$ cat src/rtl/serial_adder.sv
// Bit-serial WIDTH-bit adder: one bit pair per clock, LSB first, through a
// single full-adder cell, with the carry held in a flop between bits.
module serial_adder #(
  parameter int WIDTH = 8
) (
  input  logic             clk,
  input  logic             rst,
  input  logic             start,
  input  logic [WIDTH-1:0] a,
  input  logic [WIDTH-1:0] b,
  input  logic             cin,
  output logic             busy,
  output logic             done,
  output logic [WIDTH-1:0] sum,
  output logic             cout
);

  localparam int CNT_W = $clog2(WIDTH);

  typedef enum logic [1:0] {IDLE, RUN, DONE} state_t;

  state_t             state;
  state_t             state_nxt;
  logic               load;
  logic [WIDTH-1:0]   a_sh;
  logic [WIDTH-1:0]   b_sh;
  logic [WIDTH-1:0]   sum_sh;
  logic               carry;
  logic [CNT_W-1:0]   cnt;
  logic               fa_s;
  logic               fa_co;
  logic               last_bit;

  // Full-adder cell fed straight from the operand shift registers
  always_comb begin
    fa_s  = a_sh[0] ^ b_sh[0] ^ carry;
    fa_co = (a_sh[0] & b_sh[0]) | (a_sh[0] & carry) | (b_sh[0] & carry);
  end

  assign last_bit = (cnt == CNT_W'(WIDTH - 1));

  always_comb begin
    state_nxt = state;
    busy      = 1'b0;
    done      = 1'b0;
    load      = 1'b0;
    case (state)
      IDLE: begin
        if (start) begin
          state_nxt = RUN;
          load      = 1'b1;
        end
      end
      RUN: begin
        busy = 1'b1;
        if (last_bit) state_nxt = DONE;
      end
      DONE: begin
        done = 1'b1;
        // A start here chains the next operation without an idle gap
        if (start) begin
          state_nxt = RUN;
          load      = 1'b1;
        end else begin
          state_nxt = IDLE;
        end
      end
      default: state_nxt = IDLE;
    endcase
  end

  always_ff @(posedge clk) begin
    if (rst) begin
      state  <= IDLE;
      a_sh   <= '0;
      b_sh   <= '0;
      sum_sh <= '0;
      carry  <= 1'b0;
      cnt    <= '0;
      sum    <= '0;
      cout   <= 1'b0;
    end else begin
      state <= state_nxt;
      if (load) begin
        a_sh   <= a;
        b_sh   <= b;
        carry  <= cin;
        cnt    <= '0;
        sum_sh <= '0;
      end else if (state == RUN) begin
        a_sh   <= a_sh >> 1;
        b_sh   <= b_sh >> 1;
        sum_sh <= {fa_s, sum_sh[WIDTH-1:1]};
        carry  <= fa_co;
        cnt    <= cnt + CNT_W'(1);
        // The final bit is merged directly into the published result
        if (last_bit) begin
          sum  <= {fa_s, sum_sh[WIDTH-1:1]};
          cout <= fa_co;
        end
      end
    end
  end

endmodule

$ cat config.mk
export PLATFORM = sky130hd
export DESIGN_NAME = serial_adder
export DESIGN_NICKNAME = d
export VERILOG_FILES = /design/src/rtl/serial_adder.sv
export SDC_FILE = /design/constraint.sdc
export NUM_CORES = 1
export LEC_CHECK = 0
export CAP_MARGIN = 20
export CORE_UTILIZATION = 45
export DETAILED_ROUTE_END_ITERATION = 10
export GPL_TIMING_DRIVEN = 1
export PLACE_DENSITY = 0.7
export SLEW_MARGIN = 20
export SYNTH_ARGS = -nofsm -noshare
export SYNTH_HDL_FRONTEND = slang
export SYNTH_SLANG_ARGS = --single-unit
$ cat constraint.sdc
create_clock -name clk -period 2.9 [get_ports clk]
set_input_delay 0.58 -clock clk [delete_from_list [all_inputs] [get_ports clk]]
set_output_delay 0.58 -clock clk [all_outputs]
set_load 0.01 [all_outputs]
==> results.ini <==
[final_layout]
diodes=0
drive_gt1_share_pct=6.40
finalNonFillerCells=247
syn2layout_area_growth_pct=22.6
num-nets-final=225

[logic_synthesis]
synth_seq_cells=38
syn_inst=176
ys_seq_area_share_pct=49.8
netlist_area_sq_um=1530
synth_nets=199
synth.distinct_cells=24
synthTopCellsByArea=dfxtp_1, nand2_1, a21oi_1, nor3_1, buf_6
yosys_warnings=0
synth_top_area_share_pct=49.8
syn_area_per_cell_sq_um=8.67
synth_top_area_cell=dfxtp_1

[placed_design]
gp_congestion=0.718
io_buffers=30
post-place-ws_ns=0.933
dp_hpwl_mm=2.04
dp_cells=239

[timing]
finalSetupViolCount=0
finalSetupTns_ns=0
maxSlewHeadroom_pct=68.3
maxSlewViolCount=0
min_period_over_period_pct=78.6
finalClockSkew_ns=0.00815
rsz0062_at_grt=false
min_period_ns=2.28
tightest_slew_ns=0.475
hold_violations=0
fin_ws_ns=0.621
fmax_ghz=0.439

[route]
drt-initial-drc-count=77
avgViaCountPerCell=5.22
drc=0
wl_mm=2.96
vias=1290
wl_per_cell_um=12.0
drtAntennaViolNets=0
firstDrtPassIters=4

[floorplanning]
die_y_um=60.2
num_rows=20
die_x_um=60.2
dieArea_sq_um=3630
initial_core_util_pct=48.8
core-area_sq_um=3130
io_pins=31

[worst_setup_path]
required_ns=2.32
worstSetupEndpointType=primary output
critPathLaunchType=flop
r2r_start=cnt[0]
r2r_cells=5
arrival_ns=1.70
crit_path_start=state[0]
path_max_fanout=36
crit_type=reg -> out
rrSetupSlack_ns=1.22
r2r_end=sum[7]
crit_end=busy

[global_route]
grt_overflow_total=0
grt_pass1_vias=1154
grt_usage_pct=18.8
grt_pass1_wl_mm=5.00
grt_antenna_before_repair=0
grt_max_degree=37

[clock_tree]
htreeDepth=2
cts_tree=yes
cts-root-buf=clkbuf_4
cts_buffer_depth=2
clkTransAtPathRegs_ns=0.11
post_cts_resized=0
clk_latency_ns=0.34
cts_buffers=5
cts.sinks=38
post_cts_buffers=0
cts.hold.buffers_added=0

[worst_hold_path]
hp-class=reg -> reg

[power]
power_leakage_nw=0.648
power_mw=1.04
power-per-cell-area_nw_per_um2=553
peakVddDrop_uv=328

[status]
status=finished clean

[flow_run]
cap_violations=0

==> logic make-up (layout without fill, tap and decap cells) <==
kind of cell	after synthesis	in the layout	share of synthesized area, %
muxes	1	1	0.656
and+or+nand+nor	81	81	23.5
xor gates and xnor gates	1	1	0.574
AOI/OAI and AO/OA	37	37	14.5
DFF	38	38	49.8
buffers and inverters	15	42	7.95
adders and majority gates	3	3	2.95
==> worst max-delay path: stages (launching register included) <==
cell and delay (ns):
dfxtp_1 0.40, nand2b_1 0.17, inv_8 0.21, clkdlybuf4s50_1 0.57
==> flip-flops by register name (all words and copies together) (netlist names) <==
name / count
sum_sh: 7
b_sh: 8
carry: 1
state: 2
sum: 8
a_sh: 8
cnt: 3
cout: 1
==> per-stage QoR <==
stage	cell area, sq um	hold WS [ns]	util, %
4_1_cts	1870	0.463	59.8
3_3_place_gp	1790	0.446	57.4
3_5_place_dp	1790	0.446	57.4
6_report	1870	0.460	59.8
2_1_floorplan	1530	0.437	-
5_1_grt	1870	0.478	59.8
==> power breakdown <==
part | total [mW] | switching, mW | internal [mW]
registers | 0.561 | 0.0142 | 0.547
clock network | 0.348 | 0.170 | 0.179
logic | 0.127 | 0.0670 | 0.0598
==> final cells by class <==
class | count | area (sq um)
repair buffers | 33 | 323
clock buffers | 5 | 37.5
inverters | 1 | 11.3
fillers | 289 | 1260
flip-flops and latches | 38 | 761
well taps | 44 | 55.1
clock inverters | 3 | 40.0
multi-input cells | 123 | 644
==> per-layer routing <==
layer	part of all wire (%)	GRT usage [%]	wire length (um)	vias to the layer above
li1	-	-	-	661
met1	46	23.1	1350	589
met2	48	30.1	1410	33
met3	5.2	5.84	155	7
met4	1.5	7.97	43	0
met5	0	0	0	-
==> cell usage after synthesis <==
cell      number
dfxtp_1       38
nand2_1       38
a21oi_1       21
nor3_1        17
nand3_1       12
nor2_1         8
o22ai_1        8
buf_6          6
a311oi_1       5
buf_2          3
a22oi_1        2
buf_4          2
clkbuf_1       2
ha_1           2
nand2b_1       2
nor2b_1        2
clkbuf_2       1
fa_1           1
inv_8          1
mux2i_1        1
nand2b_2       1
nand3b_1       1
o21a_1         1
xnor2_1        1
==> how the worst min path moves through the flow <==
stage	startpoint	to	slack [ns]	cells past startpoint
after floorplan	sum_sh[1]	sum_sh[1]	0.44	2
after global placement	cnt[1]	cnt[1]	0.45	2
after detailed placement	sum[2]	sum[2]	0.45	2
after CTS	sum[2]	sum[2]	0.46	2
after global routing	sum[5]	sum[5]	0.48	2
final	sum[5]	sum[5]	0.46	2
==> cells in the final DEF (no fill, tap or decap), drive strengths merged, types with 2 or more instances in the layout <==
master,count
dfxtp,38
nand3,12
buf,3
a22oi,2
clkdlybuf4s50,30
nand2,38
nand2b,3
a311oi,5
clkbuf,5
o22ai,8
nor3,17
nor2,8
clkinv,2
nor2b,2
ha,2
a21oi,21
Note: power is estimated with default switching activity, not from simulation.
